### src/rtl/vae_rng_pkg.sv
// Shared definitions for the VAE random-sampling chain (RNG, Gaussian sampler,
// reparameterisation unit).
package vae_rng_pkg;

    // Width of the uniform byte produced by the XORShift generator
    localparam int RNG_W = 8;

    // Width of the signed epsilon sample fed to the reparameterisation stage
    localparam int EPS_W = 16;

    // Midpoint of one uniform byte; a sum of N bytes is centred on N*MID
    localparam int MID = 2 ** (RNG_W - 1);

    // Ceiling log2 usable in constant expressions (clog2(1) = 0)
    function automatic int clog2(input int value);
        int result;
        result = 0;
        for (int i = 0; i < 31; i++) begin
            if ((1 << i) < value) begin
                result = i + 1;
            end
        end
        return result;
    endfunction

endpackage

### src/rtl/clt_gauss_sampler.sv
// Central-limit Gaussian sampler: sums N_SUM uniform bytes and removes the
// midpoint to produce a zero-centred, approximately normal epsilon sample.
module clt_gauss_sampler
    import vae_rng_pkg::*;
#(
    parameter int IN_W  = RNG_W,
    parameter int N_SUM = 4,
    parameter int OUT_W = EPS_W
) (
    input  logic                    clk,
    input  logic                    rst,
    input  logic                    clear,
    input  logic                    u_valid,
    input  logic [IN_W-1:0]         u_data,
    output logic                    u_ready,
    output logic                    eps_valid,
    output logic [OUT_W-1:0]        eps_data,
    input  logic                    eps_ready,
    output logic [clog2(N_SUM):0]   acc_cnt
);

    localparam int LOG_N = clog2(N_SUM);
    localparam int ACC_W = IN_W + LOG_N;
    localparam int CNT_W = LOG_N + 1;

    // Count value at which the next accepted byte completes a group
    localparam logic [CNT_W-1:0] LAST_CNT = CNT_W'(N_SUM - 1);

    // N_SUM * 2^(IN_W-1), held one bit wider than the accumulator so the
    // subtraction below can go negative
    localparam logic [ACC_W:0] MID_SUM = (ACC_W + 1)'(N_SUM * (2 ** (IN_W - 1)));

    logic [ACC_W-1:0]        acc;
    logic [CNT_W-1:0]        cnt;
    logic                    accept;
    logic                    final_byte;
    logic [ACC_W-1:0]        sum_next;
    logic signed [ACC_W:0]   centred;
    logic signed [OUT_W-1:0] eps_next;

    // The final byte waits while the output register is still occupied;
    // earlier bytes of the next group flow in regardless of backpressure
    assign final_byte = (cnt == LAST_CNT);
    assign u_ready    = !(final_byte && eps_valid);
    assign accept     = u_valid && u_ready;
    assign acc_cnt    = cnt;

    // Running sum including the byte on the input, then recentred and sign-extended
    always_comb begin
        sum_next = acc + ACC_W'(u_data);
        centred  = $signed({1'b0, sum_next} - MID_SUM);
        eps_next = OUT_W'(centred);
    end

    // Partial-sum accumulator and byte counter; clear drops the group in progress
    always_ff @(posedge clk) begin
        if (rst) begin
            acc <= '0;
            cnt <= '0;
        end else if (clear) begin
            acc <= '0;
            cnt <= '0;
        end else if (accept) begin
            if (final_byte) begin
                acc <= '0;
                cnt <= '0;
            end else begin
                acc <= sum_next;
                cnt <= cnt + 1'b1;
            end
        end
    end

    // Output register: loads on the final byte, empties on the downstream handshake.
    // A load and a drain never share an edge because the final byte stalls while valid.
    always_ff @(posedge clk) begin
        if (rst) begin
            eps_valid <= 1'b0;
            eps_data  <= '0;
        end else begin
            if (eps_valid && eps_ready) begin
                eps_valid <= 1'b0;
            end
            if (!clear && accept && final_byte) begin
                eps_valid <= 1'b1;
                eps_data  <= eps_next;
            end
        end
    end

endmodule

### config.mk
export PLATFORM = sky130hd
export DESIGN_NAME = clt_gauss_sampler
export DESIGN_NICKNAME = d
export VERILOG_FILES = /design/src/rtl/vae_rng_pkg.sv /design/src/rtl/clt_gauss_sampler.sv
export SDC_FILE = /design/constraint.sdc
export NUM_CORES = 1
export LEC_CHECK = 0
export CAP_MARGIN = 5
export CORE_ASPECT_RATIO = 0.5
export CORE_MARGIN = 2
export CORE_UTILIZATION = 48
export DETAILED_ROUTE_END_ITERATION = 7
export PLACE_DENSITY = 0.86
export REMOVE_ABC_BUFFERS = 1
export SYNTH_ARGS = -nofsm -noshare
export SYNTH_HDL_FRONTEND = slang
export SYNTH_SLANG_ARGS = --single-unit
### constraint.sdc
create_clock -name clk -period 2.5 [get_ports clk]
set_input_delay 0.625 -clock clk [delete_from_list [all_inputs] [get_ports clk]]
set_output_delay 0.625 -clock clk [all_outputs]
set_load 0.03 [all_outputs]
Word level (Yosys, flattened, before mapping). Cells that the tools add are included.

Register bits after elaboration: 25. Output and inout port bits: 21. Input port bits: 13. Logic and storage cells: 21.

Reduce and logical (&&, ||, !) cells: 9. Eq/ne operators: 1. Multiplexer cells: 4. $add $sub $neg: 3.

Operator list (number): $sub 10x10->11 const B (1); $add 10x8->10 (1); $mux 10 (1); $logic_and 1x1->1 (5); $add 3x1->3 const B (1); $eq 3x2->1 const B (1); $mux 3 (1); $logic_not 1->1 (2); $mux 1 (2); $reduce_bool 2->1 (1); $reduce_or 2->1 (1).

Logic depth before layout (Yosys ltp). Gate-level depths: netlist of run 1.

Depth after elaboration: 7. Mapped depth: 8. Mapped depth without buffers: 8.

Worst setup path before layout of run 1. No wires, ideal clock.

Kind: input to register. Start point: input u_data[0]. End point: register eps_data[6]. Cell stages on the path: 8. Setup time: 0.062 ns. Data required time: 2.438 ns. Path buffers: 0. Path slack: 0.244 ns. Data arrival time: 2.194 ns. Cell sequence: ha_1 inv_1 fa_1 nand2b_1 a21oi_1 a31oi_1 or4_1 nand3_1.

Longest elaborated chain between the ends: 2.

Ends and longest elaborated chain: start, declared (RTL line clt_gauss_sampler.sv:14) `input logic [IN_W-1:0] u_data,`; $add 10x8->10 (RTL line clt_gauss_sampler.sv:50) `sum_next = acc + ACC_W'(u_data);`; $sub 10x10->11 (RTL line clt_gauss_sampler.sv:51) `centred = $signed({1'b0, sum_next} - MID_SUM);`; end signal, assigned (RTL line clt_gauss_sampler.sv:86) `eps_data <= eps_next;`; end, declared (RTL line clt_gauss_sampler.sv:17) `output logic [OUT_W-1:0] eps_data,`.

No other way between the ends. A chain may end at the register's enable or synchronous reset.

Worst setup path in the final report of run 1.
Start point: input u_data[0]. End point: register eps_data[8].

Same word-level chain as after synthesis.

==> results of run 1 <==
-- metal layers --
layer | part of all wire [%] | global-route usage [%] | up-vias
met5 | 0 | 0 | -
met4 | 1.0 | 4.02 | 0
met3 | 6.3 | 4.85 | 8
met2 | 49 | 42.6 | 60
met1 | 43 | 27.3 | 628
li1 | - | - | 634
-- power by group --
group | switching, mW | total, mW | internal, mW
Sequential | 0.0224 | 0.418 | 0.396
Combinational | 0.0833 | 0.169 | 0.0861
Clock | 0.135 | 0.349 | 0.214
Total | 0.241 | 0.937 | 0.696
-- flip-flops by register name (all words and copies together), names as in the netlist --
name / cells
eps_data: 10
eps_valid: 1
acc: 10
acc_cnt: 3
-- cell usage in the layout (no fill, tap or decap), types with 6 or more instances in the layout --
master	instances
buf_4	21
nor2_1	13
inv_1	6
dfxtp_1	24
nand2_1	15
ha_1	9
a21oi_1	13
clkdlybuf4s50_1	33
-- cell type report --
type	instances	area share, %
Clock buffer	3	2.18
Clock inverter	1	1.59
Inverter	6	1.19
Multi-Input combinational cell	109	41.4
Sequential cell	24	25.4
Tap cell	37	2.45
Timing Repair Buffer	54	25.8
-- stage by stage --
stage / instances / setup WS [ps] / power, mW / TNS [ps] / hold WS [ps]
2_1_floorplan: 139 / 241 / 0.499 / 0 / 429
3_3_place_gp: 229 / -238 / 0.569 / -1170 / 440
3_5_place_dp: 229 / -352 / 0.574 / -1700 / 450
4_1_cts: 233 / 27.4 / 0.919 / 0 / 463
5_1_grt: 234 / -28.9 / 0.974 / -73.2 / 488
6_report: 234 / 3.49 / 0.937 / 0 / 462
-- kinds of logic (layout without fill, tap and decap cells) --
kind of cell,Yosys count,after routing,synth area share [%]
simple gates,51,51,20.8
fa+ha+maj,10,10,10.2
buf+inv,16,64,6.47
compound gates,42,42,21.4
flops,24,24,37.1
xor+xnor,6,6,4.05
-- worst max-delay path by stage --
stage	startpoint	endpoint	slack [ps]	depth (start not counted)
floorplan	u_data[0]	eps_data[6]$_SDFFE_PP0P_	240	8
global placement	u_data[0]	eps_data[6]$_SDFFE_PP0P_	-240	9
detailed placement	u_data[0]	eps_data[8]$_SDFFE_PP0P_	-350	9
CTS	u_data[0]	eps_data[6]$_SDFFE_PP0P_	30	9
global route	u_data[0]	eps_data[8]$_SDFFE_PP0P_	-30	9
finish	u_data[0]	eps_data[8]$_SDFFE_PP0P_	3	9
-- what timing repair did --
action                                  in CTS  in global routing
resized for setup                            2                  7
endpoints found under the setup margin       2                  3
pin swaps                                    0                  4
setup buffers                                0                  1
hold buffers                                 0                  0
-- critical path, stage by stage --
cell	delay [ps]
clkdlybuf4s50_1	460
ha_1	160
inv_1	60
fa_2	350
nand2b_4	160
a21oi_4	210
a41o_1	260
nor4b_1	90
a311o_1	280
==> impl_metrics.yaml, run 1 <==
hold_path:
  worstHoldPathCells: 2
  hold_start: "eps_data[0]$_SDFFE_PP0P_"
  hold_path_class: "flip-flop to flip-flop"
  holdPathEnd: "eps_data[0]$_SDFFE_PP0P_"
route:
  post_drt_wl_per_cell_um: 16.3
  post-route-drc-count: 0
  drt-vias-per-instance: 5.68
  drt-pass1-iter-count: 4
  ant_nets: 0
  drt_iter0_markers: 142
  via_count: 1330
  drt_wl_total_mm: 3.81
power:
  powerDensity_nw_per_um2: 495
  leakagePower_nw: 0.760
  ir_worst_vdd_uv: 285
outcome:
  outcome: "complete, no violations"
yosys:
  yosysMostFrequentCell: "dfxtp_1"
  synth_seq_cells: 24
  yosys-top-cells-area: "dfxtp_1 (37%), ha_1 (8.7%), a21oi_1 (5.4%)"
  syn-mean-instance-area_um2: 8.70
  ys_seq_area_share_pct: 37.1
  ys.warnings.count: 0
  synth_area_leader_cell: "dfxtp_1"
  yosysTopAreaCellShare_pct: 37.1
  synthCells: 149
  postSynth.asyncResetShare_pct: 0
  synthTopCellsByCount: "dfxtp_1 (24), nand2_1 (15), a21oi_1 (14), nor2_1 (13), ha_1 (9)"
  synth_edf_count: 0
  synth_area_um2: 1300
  synth-main-ff-cell: "dfxtp_1"
  synth.distinct_cells: 37
final_layout:
  fin_area_um2: 1890
  antenna_cells: 0
  multiInputGateArea_um2: 783
  fillerInstances: 169
  final_util_pct: 73.1
  final-seq-area_um2: 480
  area_growth_pct: 45.9
  drive_gt1_share_pct: 17.3
  fin_nets: 221
critical_path:
  r2r_slack_ps: 460
  arrival_ps: 2660
  r2r_end: "eps_data[8]$_SDFFE_PP0P_"
  startpoint_type: "input pin"
  crit_path_max_fanout: 3
  r2r_cells: 8
  critPathCaptureType: "flip-flop"
  rr_startpoint: "acc[0]$_SDFFE_PP0N_"
  worstPathRequired_ps: 2660
  critPathKind: "input pin to flip-flop"
die:
  die_area_um2: 3160
  initial_core_util_pct: 50.1
  die_height_um: 40.7
  ios: 34
  core-area_um2: 2590
  die_w_um: 77.5
  rows: 13
clock_network:
  cts.sinks: 24
  numCtsBuffers: 3
  insertion_delay_ps: 270
  h-tree-depth: 1
  cts_tree: "done"
  cts.clk_slew.worst_paths_ps: 90
  cts_root_buffer: "clkbuf_8"
  ctsLongestPathBuffers: 2
sta:
  slew_headroom_pct: 65.2
  fmax_mhz: 401
  timing.final.max_slew_violations: 0
  layout_min_cycle_time_ps: 2500
  hold_viol_final: 0
  setup_viol: 0
  period_share_pct: 99.9
  tightest_slew_ps: 521
  fin_skew_ps: 4.68
place:
  dp_hpwl_mm: 2.56
  portBuffers: 33
  gp_congestion: 0.854
  place_area_um2: 1760
flow_run:
  cap_violations: 0
global_routing:
  first_global_vias: 1153
  grtUsageTotal_pct: 22.2
  grt_max_degree: 15
  grt_overflow: 0
  antenna_found_initial: 0
  grt_pass1_wl_mm: 5.30
No activity file was read; power rests on OpenSTA's default activity.
==> run 2: changes to the inputs <==
--- a/config.mk
+++ b/config.mk
@@ -7,10 +7,9 @@
 export LEC_CHECK = 0
 export CAP_MARGIN = 5
 export CORE_ASPECT_RATIO = 0.5
-export CORE_MARGIN = 2
 export CORE_UTILIZATION = 48
 export DETAILED_ROUTE_END_ITERATION = 7
-export PLACE_DENSITY = 0.86
+export PLACE_DENSITY = 0.87
 export REMOVE_ABC_BUFFERS = 1
 export SYNTH_ARGS = -nofsm -noshare
 export SYNTH_HDL_FRONTEND = slang
==> impl_metrics.yaml, run 2 (synthesis gave the netlist of run 1 again) <==
sta:
  tns_ps: 0
  fin_skew_ps: 3.29
  setup_ws_ps: 45.4
  grt_setup_unrepaired: "false"
  slew_headroom_pct: 69.9
  fmax_mhz: 407
  setup_viol: 0
  hold_viol_final: 0
  tightest_slew_ps: 450
  timing.final.max_slew_violations: 0
  period_share_pct: 98.2
  layout_min_cycle_time_ps: 2450
die:
  core-area_um2: 2370
  die_height_um: 38.7
  ios: 34
  rows: 12
  initial_core_util_pct: 54.6
  die_w_um: 75.5
  die_area_um2: 2920
critical_path:
  cp_cell_sequence: "clkdlybuf4s50_1 > ha_1 > a21oi_1 > a21bo_2 > a41o_1 > buf_4 > nand2b_1 > a31oi_1"
  startpoint_type: "input pin"
  arrival_ps: 2630
  critPathKind: "input pin to flip-flop"
  cpPeakStageDelay_ps: 430
  worstPathRequired_ps: 2680
  r2r_cells: 8
  crit_path_max_fanout: 4
  critPathCaptureType: "flip-flop"
  crit_slowest_cell: "clkdlybuf4s50_1"
route:
  post_drt_wl_per_cell_um: 16.3
  drt-vias-per-instance: 5.83
  drt-pass1-iter-count: 5
  drt_wl_total_mm: 3.77
  ant_nets: 0
  via_count: 1346
  drt_iter0_markers: 125
  post-route-drc-count: 0
clock_network:
  cts.clk_slew.worst_paths_ps: 80
  cts.sinks: 24
  cts_tree: "done"
  h-tree-depth: 1
  numCtsBuffers: 3
  cts_root_buffer: "clkbuf_8"
  ctsLongestPathBuffers: 2
  insertion_delay_ps: 260
power:
  leakagePower_nw: 0.761
  power_mw: 0.822
  p_comb_share_pct: 21.3
  clkPwrFrac_pct: 27.6
  powerDensity_nw_per_um2: 436
  seqPwrFrac_pct: 51.1
  intPower_mw: 0.590
  switchingPower_mw: 0.231
  ir_worst_vdd_uv: 321
  swShare_pct: 28.2
final_layout:
  final_util_pct: 79.5
  drive_gt1_share_pct: 19.9
  antenna_cells: 0
  area_growth_pct: 45.5
  fin_nets: 221
  final_common_cell: "clkdlybuf4s50_1"
  final-seq-area_um2: 480
  fillerInstances: 156
  multiInputGateArea_um2: 805
  final_cell_mix: "clkdlybuf4s50_1 (31), dfxtp_1 (24), buf_4 (21), nand2_1 (15)"
place:
  portBuffers: 33
  dp_slack_ps: -325
  gp_congestion: 0.802
  dp_hpwl_mm: 2.39
global_routing:
  grt_overflow: 0
  antenna_found_initial: 0
  first_global_vias: 1179
  grt_max_degree: 15
  grt_pass1_wl_mm: 5.24
  grtUsageTotal_pct: 24.6
outcome:
  outcome: "complete, no violations"
flow_run:
  cap_violations: 0
hold_path:
  hold_path_class: "flip-flop to flip-flop"
  worstHoldPathCells: 2
## run 2: worst paths after layout
| kind | end | from | slack [ps] |
|---|---|---|---|
| worst max-delay path | acc[8]$_SDFFE_PP0N_ | u_data[7] | 50 |
| worst min-delay path | eps_data[0]$_SDFFE_PP0P_ | eps_data[0]$_SDFFE_PP0P_ | 470 |
| worst max register to register | eps_data[6]$_SDFFE_PP0P_ | acc[0]$_SDFFE_PP0N_ | 310 |
| worst min register to register | eps_data[0]$_SDFFE_PP0P_ | eps_data[0]$_SDFFE_PP0P_ | 470 |
## run 2: area by class of cell
| type | count | area share (%) |
|---|---|---|
| Tap cell | 35 | 2.32 |
| Sequential cell | 24 | 25.5 |
| Timing Repair Buffer | 54 | 26.1 |
| Inverter | 6 | 1.19 |
| Clock buffer | 3 | 2.19 |
| Multi-Input combinational cell | 109 | 42.7 |
## run 2: metrics by stage
| step | instances | cell area, um^2 | hold slack [ps] |
|---|---|---|---|
| after global routing | 231 | 1890 | 488 |
| after detailed placement | 226 | 1750 | 451 |
| final | 231 | 1890 | 469 |
| after CTS | 229 | 1800 | 462 |
| after floorplan | 139 | 1230 | 429 |
| after global placement | 226 | 1750 | 446 |
## run 2: routing by layer
layer,wire length (um),global-route usage [%],vias to the layer above
li1,-,-,626
met1,1610,31.4,642
met2,1800,42.0,70
met3,288,6.77,8
met4,68,5.56,0
met5,0,0,-
## run 2: worst max-delay path, delay by kind of cell
family | cells | cell delay [ps]
AOI/OAI and AO/OA | 4 | 940
buffers and inverters | 2 | 580
and+or+nand+nor | 1 | 140
adders and majority gates | 1 | 350
## run 2: power groups by stage
stage | combinational (mW) | sequential [mW] | clock (mW)
3_3_place_gp | 0.145 | 0.421 | 0
4_1_cts | 0.153 | 0.414 | 0.228
2_1_floorplan | 0.0790 | 0.420 | 0
3_5_place_dp | 0.151 | 0.423 | 0
6_report | 0.175 | 0.420 | 0.227
5_1_grt | 0.189 | 0.422 | 0.246
## run 2: repair_timing
| action | 4_1_cts | 5_1_grt |
|---|---|---|
| setup endpoints to repair | 3 | 4 |
| buffers inserted | 0 | 2 |
| hold buffers | 0 | 0 |
| resized for setup | 3 | 14 |
| pin swaps | 1 | 9 |
